==> src/rtl/stream_arb_rr_if.sv <==
//------------------------------------------------------------------------------
// stream_arb_rr_if
// Handshake bundle for the two-source round-robin stream arbiter.
//   Sources A/B : valid_in_x, data_in_x, eop_in_x  -> arbiter
//                 ready_out_x                      <- arbiter
//   Sink        : valid_out, data_out, eop_out, src_out <- arbiter
//                 ready_in                              -> arbiter
//   Status      : grant (00 IDLE, 01 GRANT_A, 10 GRANT_B) <- arbiter
// Modports:
//   master : the arbiter itself (drives ready_out_x, the output beat, grant)
//   slave  : the environment (drives source beats and sink ready)
//------------------------------------------------------------------------------
interface stream_arb_rr_if #(
   parameter int DATA_WIDTH = 26
) ();
   logic                  valid_in_a;
   logic                  valid_in_b;
   logic [DATA_WIDTH-1:0] data_in_a;
   logic [DATA_WIDTH-1:0] data_in_b;
   logic                  eop_in_a;
   logic                  eop_in_b;
   logic                  ready_out_a;
   logic                  ready_out_b;
   logic                  ready_in;
   logic                  valid_out;
   logic [DATA_WIDTH-1:0] data_out;
   logic                  eop_out;
   logic                  src_out;
   logic [1:0]            grant;

   modport master (
      input  valid_in_a, valid_in_b, data_in_a, data_in_b,
      input  eop_in_a, eop_in_b, ready_in,
      output ready_out_a, ready_out_b, valid_out, data_out,
      output eop_out, src_out, grant
   );

   modport slave (
      output valid_in_a, valid_in_b, data_in_a, data_in_b,
      output eop_in_a, eop_in_b, ready_in,
      input  ready_out_a, ready_out_b, valid_out, data_out,
      input  eop_out, src_out, grant
   );
endinterface

==> src/rtl/stream_arb_rr.sv <==
//------------------------------------------------------------------------------
// stream_arb_rr
// Two-source round-robin stream arbiter with a single registered output beat.
// A grant lasts until the granted source ends its packet (eop) or, unless
// packet lock is enabled, until BURST_LEN beats have been sent. Each grant
// starts with a one-cycle arbitration bubble in IDLE.
//
// Parameters:
//   DATA_WIDTH : beat payload width in bits
//   BURST_LEN  : maximum beats per grant (1..255), unused with packet lock
// Ports:
//   clk   : single clock, rising edge
//   rst_n : asynchronous active-low reset
//   bus   : stream_arb_rr_if.master (source/sink handshakes, grant status)
// Configuration macro:
//   STREAM_ARB_PKT_LOCK_EN : defined -> grants end only on eop (no packet
//                            interleaving); undefined -> grants also end
//                            after BURST_LEN beats.
//------------------------------------------------------------------------------
module stream_arb_rr #(
   parameter int DATA_WIDTH = 26,
   parameter int BURST_LEN  = 16
) (
   input  logic             clk,
   input  logic             rst_n,
   stream_arb_rr_if.master  bus
);

   typedef enum logic [1:0] {
      IDLE    = 2'b00,
      GRANT_A = 2'b01,
      GRANT_B = 2'b10
   } state_t;

   localparam logic [7:0] BURST_LIM = 8'(BURST_LEN);

   state_t                state;
   logic                  last_grant;   // 0 = A was granted last, 1 = B
   logic [7:0]            beat_cnt;

   // output register stage
   logic                  valid_out_p0;
   logic [DATA_WIDTH-1:0] data_out_p0;
   logic                  eop_out_p0;
   logic                  src_out_p0;

   logic                  out_free;
   logic                  ready_a;
   logic                  ready_b;
   logic                  xfer_a;
   logic                  xfer_b;
   logic                  xfer;
   logic [DATA_WIDTH-1:0] sel_data;
   logic                  sel_eop;
   logic [7:0]            beat_cnt_nxt;
   logic                  grant_done;

   always_comb begin
      // the output slot can take a beat if empty or being drained this edge
      out_free     = ~valid_out_p0 | bus.ready_in;
      ready_a      = (state == GRANT_A) & out_free;
      ready_b      = (state == GRANT_B) & out_free;
      xfer_a       = bus.valid_in_a & ready_a;
      xfer_b       = bus.valid_in_b & ready_b;
      xfer         = xfer_a | xfer_b;
      sel_data     = xfer_b ? bus.data_in_b : bus.data_in_a;
      sel_eop      = xfer_b ? bus.eop_in_b  : bus.eop_in_a;
      // saturate so a long locked packet cannot wrap the counter
      beat_cnt_nxt = (beat_cnt == 8'hFF) ? beat_cnt : beat_cnt + 8'd1;
`ifdef STREAM_ARB_PKT_LOCK_EN
      grant_done   = xfer & sel_eop;
`else
      grant_done   = xfer & (sel_eop | (beat_cnt_nxt == BURST_LIM));
`endif
   end

   always_ff @(posedge clk or negedge rst_n) begin
      if (!rst_n) begin
         state        <= IDLE;
         last_grant   <= 1'b1;          // A wins the first tie
         beat_cnt     <= 8'd0;
         valid_out_p0 <= 1'b0;
         data_out_p0  <= '0;
         eop_out_p0   <= 1'b0;
         src_out_p0   <= 1'b0;
      end else begin
         // arbitration and grant release
         case (state)
            IDLE: begin
               // A wins when alone, or on a tie when B had the last grant
               if (bus.valid_in_a & (~bus.valid_in_b | last_grant)) begin
                  state      <= GRANT_A;
                  last_grant <= 1'b0;
                  beat_cnt   <= 8'd0;
               end else if (bus.valid_in_b) begin
                  state      <= GRANT_B;
                  last_grant <= 1'b1;
                  beat_cnt   <= 8'd0;
               end
            end
            GRANT_A, GRANT_B: begin
               if (xfer) begin
                  beat_cnt <= beat_cnt_nxt;
               end
               if (grant_done) begin
                  state <= IDLE;
               end
            end
            default: state <= IDLE;
         endcase

         // output register: load wins over drain, giving bubble-free handoff
         if (xfer) begin
            valid_out_p0 <= 1'b1;
            data_out_p0  <= sel_data;
            eop_out_p0   <= sel_eop;
            src_out_p0   <= xfer_b;
         end else if (bus.ready_in & valid_out_p0) begin
            valid_out_p0 <= 1'b0;
         end
      end
   end

   assign bus.ready_out_a = ready_a;
   assign bus.ready_out_b = ready_b;
   assign bus.valid_out   = valid_out_p0;
   assign bus.data_out    = data_out_p0;
   assign bus.eop_out     = eop_out_p0;
   assign bus.src_out     = src_out_p0;
   assign bus.grant       = state;

endmodule

==> src/flat_wrapper.sv <==
// flat-port wrapper written by rule: the top's interface ports become plain ports
module stream_arb_rr_flat 
#(
   parameter int DATA_WIDTH = 26,
   parameter int BURST_LEN  = 16
)
  (clk, rst_n, bus_valid_in_a, bus_valid_in_b, bus_data_in_a, bus_data_in_b, bus_eop_in_a, bus_eop_in_b, bus_ready_in, bus_ready_out_a, bus_ready_out_b, bus_valid_out, bus_data_out, bus_eop_out, bus_src_out, bus_grant);
  stream_arb_rr_if #(.DATA_WIDTH(DATA_WIDTH)) bus_i ();
  input  logic clk;
  input  logic rst_n;
  input wire logic [$bits(bus_i.valid_in_a)-1:0] bus_valid_in_a;
  input wire logic [$bits(bus_i.valid_in_b)-1:0] bus_valid_in_b;
  input wire logic [$bits(bus_i.data_in_a)-1:0] bus_data_in_a;
  input wire logic [$bits(bus_i.data_in_b)-1:0] bus_data_in_b;
  input wire logic [$bits(bus_i.eop_in_a)-1:0] bus_eop_in_a;
  input wire logic [$bits(bus_i.eop_in_b)-1:0] bus_eop_in_b;
  input wire logic [$bits(bus_i.ready_in)-1:0] bus_ready_in;
  output wire logic [$bits(bus_i.ready_out_a)-1:0] bus_ready_out_a;
  output wire logic [$bits(bus_i.ready_out_b)-1:0] bus_ready_out_b;
  output wire logic [$bits(bus_i.valid_out)-1:0] bus_valid_out;
  output wire logic [$bits(bus_i.data_out)-1:0] bus_data_out;
  output wire logic [$bits(bus_i.eop_out)-1:0] bus_eop_out;
  output wire logic [$bits(bus_i.src_out)-1:0] bus_src_out;
  output wire logic [$bits(bus_i.grant)-1:0] bus_grant;
  assign bus_i.valid_in_a = bus_valid_in_a;
  assign bus_i.valid_in_b = bus_valid_in_b;
  assign bus_i.data_in_a = bus_data_in_a;
  assign bus_i.data_in_b = bus_data_in_b;
  assign bus_i.eop_in_a = bus_eop_in_a;
  assign bus_i.eop_in_b = bus_eop_in_b;
  assign bus_i.ready_in = bus_ready_in;
  assign bus_ready_out_a = bus_i.ready_out_a;
  assign bus_ready_out_b = bus_i.ready_out_b;
  assign bus_valid_out = bus_i.valid_out;
  assign bus_data_out = bus_i.data_out;
  assign bus_eop_out = bus_i.eop_out;
  assign bus_src_out = bus_i.src_out;
  assign bus_grant = bus_i.grant;
  stream_arb_rr #(.DATA_WIDTH(DATA_WIDTH), .BURST_LEN(BURST_LEN)) u_core (.clk(clk), .rst_n(rst_n), .bus(bus_i));
endmodule
==> config.mk <==
export PLATFORM = sky130hd
export DESIGN_NAME = stream_arb_rr_flat
export DESIGN_NICKNAME = d
export VERILOG_FILES = /design/src/rtl/stream_arb_rr_if.sv /design/src/rtl/stream_arb_rr.sv /design/src/flat_wrapper.sv
export SDC_FILE = /design/constraint.sdc
export NUM_CORES = 1
export LEC_CHECK = 0
export ABC_AREA = 0
export CELL_PAD_IN_SITES_DETAIL_PLACEMENT = 1
export CELL_PAD_IN_SITES_GLOBAL_PLACEMENT = 2
export CORE_UTILIZATION = 24
export CTS_CLUSTER_DIAMETER = 100
export DETAILED_ROUTE_END_ITERATION = 6
export MAX_ROUTING_LAYER = met4
export PLACE_DENSITY = 0.87
export SLEW_MARGIN = 20
export SYNTH_ARGS = -nofsm -noshare
export SYNTH_HDL_FRONTEND = slang
export SYNTH_SLANG_ARGS = --single-unit
==> constraint.sdc <==
create_clock -name clk -period 2.2 [get_ports clk]
set_input_delay 0.44 -clock clk [delete_from_list [all_inputs] [get_ports clk]]
set_output_delay 0.44 -clock clk [all_outputs]
set_load 0.02 [all_outputs]
---- Word level (Yosys, flattened, before mapping) ----
Index checks and enable logic that the tools add are counted.
operators by class
  add/sub/neg operators ................... 1
  equality and inequality tests ........... 7
  mux-type cells .......................... 15
  bitwise gates (word level) .............. 13
  reduce and logical (&&, ||, !) cells .... 8
operators with widths
  operator             number
  $mux 8               4
  $mux 26              1
  $pmux 8 s2           1
  $add 8x1->8 const B  1
  $eq 8x5->1 const B   1
  $eq 8x8->1 const B   1
  $and 1x1->1          7
  $mux 2               3
  $reduce_bool 2->1    3
  $mux 1               5
  $ne 2x1->1 const B   2
  $or 1x1->1           4
  $pmux 2 s2           1
  $reduce_and 2->1     2
  $ne 3x2->1 const B   1
  $reduce_and 3->1     1
  $eq 2x1->1 const B   1
  $eq 2x2->1 const B   1
  $logic_not 2->1      1
  $not 1->1            2
  $reduce_or 2->1      1
word-level totals
  register bits ........................... 40
  output and inout port bits .............. 33

---- Longest topological paths before layout ----
Gate-level depths: netlist of run 1.
  depth after elaboration ................. 9
  gate-level depth with buffers ........... 9
  gate-level depth less buffers ........... 8

---- Least setup slack after synthesis of run 1 ----
OpenSTA, ideal clock, no wires.
  path kind ............................... reg-to-reg
  start ................................... register u_core.state[0] (netlist: u_core.bus.grant[0])
  end ..................................... register u_core.state[0] (netlist: u_core.bus.grant[0])
  setup time .............................. 0.119 ns
  arrival ................................. 1.699 ns
  setup slack ............................. 0.382 ns
  cell stages (with the launch flop) ...... 9
  cell sequence ........................... dfrtp_1 inv_1 ha_1 nand3_1 buf_2 mux2i_1 o221ai_2 a21oi_1 nor2_1
between the ends
  cells in the longest elaborated chain, start to end .. 8
  elaborated cells on any way between the ends .. 16
  those cells by class .................... eq/ne: 4; mux: 2; bitwise: 7; reduce/logical: 3
ends and longest elaborated chain
  what                        RTL line                                  RTL
  start: declaration          stream_arb_rr.sv:37                       state_t state;
  start signal: assignment    stream_arb_rr.sv:79                       state <= IDLE;
  start signal: assignment    stream_arb_rr.sv:92                       state <= GRANT_A;
  start signal: assignment    stream_arb_rr.sv:96                       state <= GRANT_B;
  $eq 2x2->1                  stream_arb_rr.sv:62, stream_arb_rr.sv:88
  $and 1x1->1                 stream_arb_rr.sv:62                       ready_b = (state == GRANT_B) & out_free;
  $and 1x1->1                 stream_arb_rr.sv:64                       xfer_b = bus.valid_in_b & ready_b;
  $mux 1                      stream_arb_rr.sv:67                       sel_eop = xfer_b ? bus.eop_in_b : bus.eop_in_a;
  $or 1x1->1                  stream_arb_rr.sv:73                       grant_done = xfer & (sel_eop | (beat_cnt_nxt == BURST_LIM));
  $and 1x1->1                 stream_arb_rr.sv:73
  $ne 2x1->1 (no line)        --
  $reduce_and 2->1 (no line)  --
Parallel ways exist; a longest one is shown, timed or not.
A chain may end at the register's enable or synchronous reset.

---- Worst setup path in the final report of run 1 ----
  start ................................... input bus_ready_in
  end ..................................... output bus_ready_out_a
between the ends
  cells in the longest elaborated chain, start to end .. 2
ends and longest elaborated chain
  what                RTL line             RTL
  start: declaration  flat_wrapper.sv:17   input wire logic [$bits(bus_i.ready_in)-1:0] bus_ready_in;
  $or 1x1->1          stream_arb_rr.sv:60  out_free = ~valid_out_p0 | bus.ready_in;
  $and 1x1->1         stream_arb_rr.sv:61  ready_a = (state == GRANT_A) & out_free;
  end: declaration    flat_wrapper.sv:18   output wire logic [$bits(bus_i.ready_out_a)-1:0] bus_ready_out_a;
Every way passes these cells.

==> metrics, run 1 <==
status=completed; Final Total Pwr=4.05 mW; EDFF count, synth=0; Internal Power=2.44 mW; peak supply drop=436 uV; Power Density=1220 mW/mm2; ys flop type=dfrtp_1; startpoint types=primary input; post-CTS sizing=2; CTS Buffer Depth=2; GP Congestion=0.747; Setup-failing EPs final=0; Final Util=0.400; Synth cell types=40; max_cap viols=0; Ports=92; power share of the clock group=0.154; slew of the pin with the lowest slew margin=531 ps; GRT Overall Usage=0.142; clock sink count=40; Max Slew Vio Count=0; die width=95.3 um; fin crit share=0.915; Req. time, crit path=1760 ps; CTS clock-pin slew for the worst setup and hold paths=80 ps; clk root buf=clkbuf_8; TritonCTS Buffers=5; crit path DAT=1570 ps; Switch Pwr=1.61 mW; I/O Buffers=91; mean post-synth cell area=9.71 um2; register area share after synthesis=0.480; syn_nets=278; setup bufs post-CTS=0; post-route setup TNS=0 ps; largest net degree at the start of global routing=41; number of detailed-route iterations in the first pass=4; commonest non-fill, non-tap cell in the layout=clkdlybuf4s50_1; Relative slew margins=0.646; CTS tree=done; number of global-route vias before repair=2033; Final Hold Viols=0; via/cell ratio=4.67; static leakage=1.49 nW; die area=0.00908 mm2; synthesis-to-layout area growth=58.9%; hold-fix buffers at CTS=0; initial DRC count=52; Filler cells=945; DRC viols=0; cell area after synthesis=0.00209 mm2; Syn. warnings=0; kind of critical path=primary input to output port; CP Capture Type=output port; switching share of power=0.397; vias post-DR=1969; final WL=5990 um; Layout Skew=4.66 ps; Achievable Freq=497 MHz; #FFs+latches synth=40; H-tree levels=2; Combinational Power Share=0.546; initial core utilization=0.252; FFs w/ async S/R, synth=1.00; Seq pwr share=0.300; Hold/Removal Path Class=primary input to async pin; Routed Antenna Nets=0; Core Region=0.00830 mm2; Period minus WS final=2010 ps; Post-DP HPWL=4660 um; average wire per standard cell=14.2 um; initial antenna violation count=0; Die Ht=95.3 um; first-pass GRT wire length=9650 um; row count=33; n_diodes=0; clk_lat worst skew=300 ps; RSZ-0062 raised after global routing=no; grt total ovfl=0; layout cells sized above 1=0.107; nets@finish=379; CP Max Fanout=4; most frequent cells in the layout=clkdlybuf4s50_1, dfrtp_1, a21oi_1; Syn Inst Count=215
## area by class of cell
| type | instances | area, um2 | share of cell area |
|---|---|---|---|
| Tap cell | 105 | 131 | 0.0396 |
| Clock buffer | 5 | 68.8 | 0.0207 |
| Sequential cell | 40 | 1000 | 0.302 |
| Multi-Input combinational cell | 159 | 1020 | 0.308 |
| Clock inverter | 3 | 47.5 | 0.0143 |
| Timing Repair Buffer | 107 | 1040 | 0.312 |
| Inverter | 3 | 11.3 | 0.00339 |
## registers in the layout (all words and copies together), names as in the netlist
| signal | cells |
|---|---|
| u_core.bus.valid_out | 1 |
| u_core.last_grant | 1 |
| u_core.bus.eop_out | 1 |
| u_core.beat_cnt | 8 |
| u_core.bus.src_out | 1 |
| u_core.bus.grant | 2 |
| u_core.bus.data_out | 26 |
## cells in the mapped netlist, drive strengths merged (2+ instances only)
cell	n	area [um2]
nand2b	2	12.5
o21ai	5	28.8
nand4	3	18.8
a31oi	3	18.8
a21oi	35	175
buf	12	61.3
nor3b	2	15.0
mux2i	27	270
inv	3	11.3
ha	4	50.1
nor2	33	124
dfrtp	39	976
nand3	4	20.0
nand2	17	63.8
and2	4	25.0
## kinds of logic (layout without fill, tap and decap cells)
family	after synthesis	count (layout)	synth area share
simple gates	71	71	0.156
compound gates	55	55	0.165
flops	40	40	0.480
mux	27	27	0.129
buf+inv	16	118	0.0371
fa+ha+maj	4	4	0.0240
xor+xnor	2	2	0.00839
## worst paths after layout
check                                                endpoint                       startpoint  slack (ps)  depth (start not counted)
hold reg to reg                u_core.bus.src_out$_DFFE_PN0P_   u_core.bus.src_out$_DFFE_PN0P_         510                          2
max in group asynchronous  u_core.bus.data_out[5]$_DFFE_PN0P_                            rst_n        1630                          2
hold / removal                 u_core.beat_cnt[5]$_DFFE_PN0P_                            rst_n         200                          2
setup reg to reg               u_core.beat_cnt[4]$_DFFE_PN0P_  u_core.bus.grant[0]$_DFFE_PN0P_         250                          8
setup / recovery                              bus_ready_out_a                     bus_ready_in         190                          4
min in group clk               u_core.bus.src_out$_DFFE_PN0P_   u_core.bus.src_out$_DFFE_PN0P_         510                          2
## per-stage QoR
stage	std cells	hold slack, ps	cell area (um2)	worst slack [ps]
final	422	200	3320	186
after global routing	422	243	3320	70.0
after CTS	422	223	3320	156
after detailed placement	414	489	3200	-118
after global placement	414	468	3200	-112
after floorplan	215	144	2090	382
## per-layer routing
metal	track usage	routed length, um	vias to the layer above
li1	-	-	955
met5	-	0	-
met2	0.236	2980	64
met4	0.0492	82	0
met3	0.0311	410	8
met1	0.170	2520	942
## power by group through the flow
stage	registers (mW)	logic, mW	clock network [mW]
after floorplan	1.55	0.856	0
after global placement	1.21	2.19	0
after detailed placement	1.23	2.26	0
after CTS	1.22	2.25	0.645
after global routing	1.26	2.41	0.674
final	1.21	2.21	0.622
## worst max-delay path, cell delays in order
cell	delay, ps
clkdlybuf4s50_1	480
nand2b_1	170
and2_1	160
dlygate4sd2_1	330
No activity file was read; power rests on OpenSTA's default activity.
==> run 2, diff against run 1 <==
CORE_UTILIZATION = 36   (was 24)
DONT_BUFFER_PORTS = 1   (was default)
PLACE_DENSITY = 0.85   (was 0.87)
==> run 2 against run 1 <==
  * Clock skew fell by 1.5 ps
  * Cell area shrank 30%
  * Count of clock-buffer cells in the layout grew 1
  * Critical endpoint is now u_core.beat_cnt[1]$_DFFE_PN0P_
  * Largest power group is now registers
==> metrics, run 2 (synthesis results as in run 1) <==
dpl cells=278 (-33%); worst stage delay on the critical path=430 ps (-50 ps); n_diodes=0 (unchanged); CTS Buffer Depth=2 (unchanged); hold-fix buffers at CTS=2 (+2); max_cap viols=0 (unchanged); Hold Crit Endpoint=u_core.last_grant$_DFFE_PN1P_; GRT Overall Usage=0.165 (+0.0232); vias post-DR=1578 (-20%); H-tree levels=2 (unchanged); Hold Path Stages=1; number of global-route vias before repair=1605 (-21%); Ports=92 (unchanged); Final Total Pwr=3.28 mW (-19%); DP Worst Slack=252 ps (+369 ps); first-pass GRT wire length=7740 um (-20%); DRC viols=0 (unchanged); RR Startpoint=u_core.bus.grant[0]$_DFFE_PN0P_; Hold WS=219 ps (+19.2 ps); nets@finish=278 (-27%); via/cell ratio=5.48 (+17%); Setup-failing EPs final=0 (unchanged); initial core utilization=0.377 (+0.125); die area=0.00611 mm2 (-33%); initial antenna violation count=0 (unchanged); row count=27 (-18%); non-filler cells, final=288 (-32%); Relative slew margins=0.724 (+0.0779); clk root buf=clkbuf_8; Req. time, crit path=2380 ps (+620 ps); Post-DP HPWL=3430 um (-26%); clk_lat worst skew=290 ps (about the same); Layout Skew=3.17 ps (-1.49 ps); crit path DAT=2130 ps (+560 ps); post-CTS sizing=0 (-2); most frequent cells in the layout=dfrtp_1, a21oi_1, nor2_1; Final Instance Area=0.00232 mm2 (-30%); hold_sp=bus_valid_in_a; Hold/Removal Path Class=primary input to flop; Filler cells=653 (-31%); layout cells sized above 1=0.0972 (-0.0100); worst path cell trace=inv_1 > ha_1 > a22oi_2 > or2_4 > a211oi_4 > o21ai_2 > a32o_1; number of detailed-route iterations in the first pass=4 (unchanged); commonest non-fill, non-tap cell in the layout=dfrtp_1; PnR worst setup slack=250 ps (+63.8 ps); Power Density=1420 mW/mm2 (+16%); number of flip-flops in the largest register=26 (unchanged); die width=78.2 um (-18%); startpoint types=flop; clock sink count=40 (unchanged); static leakage=1.08 nW (-27%); largest net degree at the start of global routing=55 (+34%); Final Hold Viols=0 (unchanged); setup bufs post-CTS=0 (unchanged); CP Capture Type=flop; GP Congestion=0.776 (+4.0%); Die Ht=78.2 um (-18%); reg2reg setup slack=250 ps (about the same); status=completed; final WL=4620 um (-23%); I/O Buffers=0 (-100%); kind of critical path=flop to flop; FF-to-FF End=u_core.beat_cnt[1]$_DFFE_PN0P_; placed cell areas=0.00218 mm2 (-32%); Crit-path slowest cell=a211oi_4; Routed Antenna Nets=0 (unchanged); Achievable Freq=513 MHz (+3.3%); CP Max Fanout=7 (+3); post-route setup TNS=0 ps (unchanged); slew of the pin with the lowest slew margin=412 ps (-118 ps); Final Util=0.418 (+0.0184); peak supply drop=660 uV (+52%); Reg2Reg Depth=7 (-1); CTS clock-pin slew for the worst setup and hold paths=70 ps (about the same); synthesis-to-layout area growth=11.0%; CTS tree=done; initial DRC count=85 (+63%); Period minus WS final=1950 ps (-63.8 ps); TritonCTS Buffers=5 (unchanged); Max Slew Vio Count=0 (unchanged); Core Region=0.00554 mm2 (-33%); RSZ-0062 raised after global routing=no; grt total ovfl=0 (unchanged); average wire per standard cell=16.1 um (+13%); fin crit share=0.886 (-0.0290)
==> run 2: cell types whose count changed in the layout (fill, tap and decap cells not counted), sizes merged <==
cell           before  now
clkdlybuf4s50      88    0
clkinv              2    1
dlygate4sd3         0    1
clkbuf              5    6
buf                17    5
dlygate4sd2         2    0
==> run 2: worst max path at each step <==
stage	cells after the start	endpoint	slack, ps	start
global route	7	u_core.beat_cnt[1]$_DFFE_PN0P_	90	u_core.bus.grant[0]$_DFFE_PN0P_
CTS	7	u_core.beat_cnt[1]$_DFFE_PN0P_	230	u_core.bus.grant[1]$_DFFE_PN0P_
global placement	7	u_core.beat_cnt[1]$_DFFE_PN0P_	310	u_core.bus.grant[0]$_DFFE_PN0P_
finish	7	u_core.beat_cnt[1]$_DFFE_PN0P_	250	u_core.bus.grant[0]$_DFFE_PN0P_
floorplan	8	u_core.bus.grant[0]$_DFFE_PN0P_	380	u_core.bus.grant[0]$_DFFE_PN0P_
detailed placement	7	u_core.beat_cnt[1]$_DFFE_PN0P_	250	u_core.bus.grant[1]$_DFFE_PN0P_
==> run 2: routing by layer <==
metal / track usage / vias up / share of wire
li1: - / 762 / -
met1: 0.202 / 754 / 0.44
met2: 0.268 / 55 / 0.49
met3: 0.0419 / 7 / 0.064
met4: 0.0556 / 0 / 0.013
met5: - / - / 0
==> run 2: critical path, delay by kind of cell, from the launching register on <==
kind | cells | cell delay, ps
buffers and inverters | 1 | 90
AND/OR/NAND/NOR | 1 | 260
adder cells (fa/ha/maj) | 1 | 210
flip-flops | 1 | 410
AO/OA/AOI/OAI | 4 | 870
==> run 2: power by group <==
group	switching (mW)	total [mW]	internal [mW]
clock network	0.247	0.583	0.337
registers	0.544	1.59	1.04
logic	0.663	1.11	0.448
total	1.45	3.28	1.83
==> run 2: layout make-up <==
class | instances | area, um2 | area share
timing repair buffer | 6 | 85.1 | 0.0367
multi-input combinational | 159 | 1020 | 0.441
clock inverter | 2 | 35.0 | 0.0151
sequential | 40 | 1000 | 0.433
clock buffer | 6 | 72.6 | 0.0313
inverter | 3 | 11.3 | 0.00486
tap | 72 | 90.1 | 0.0389
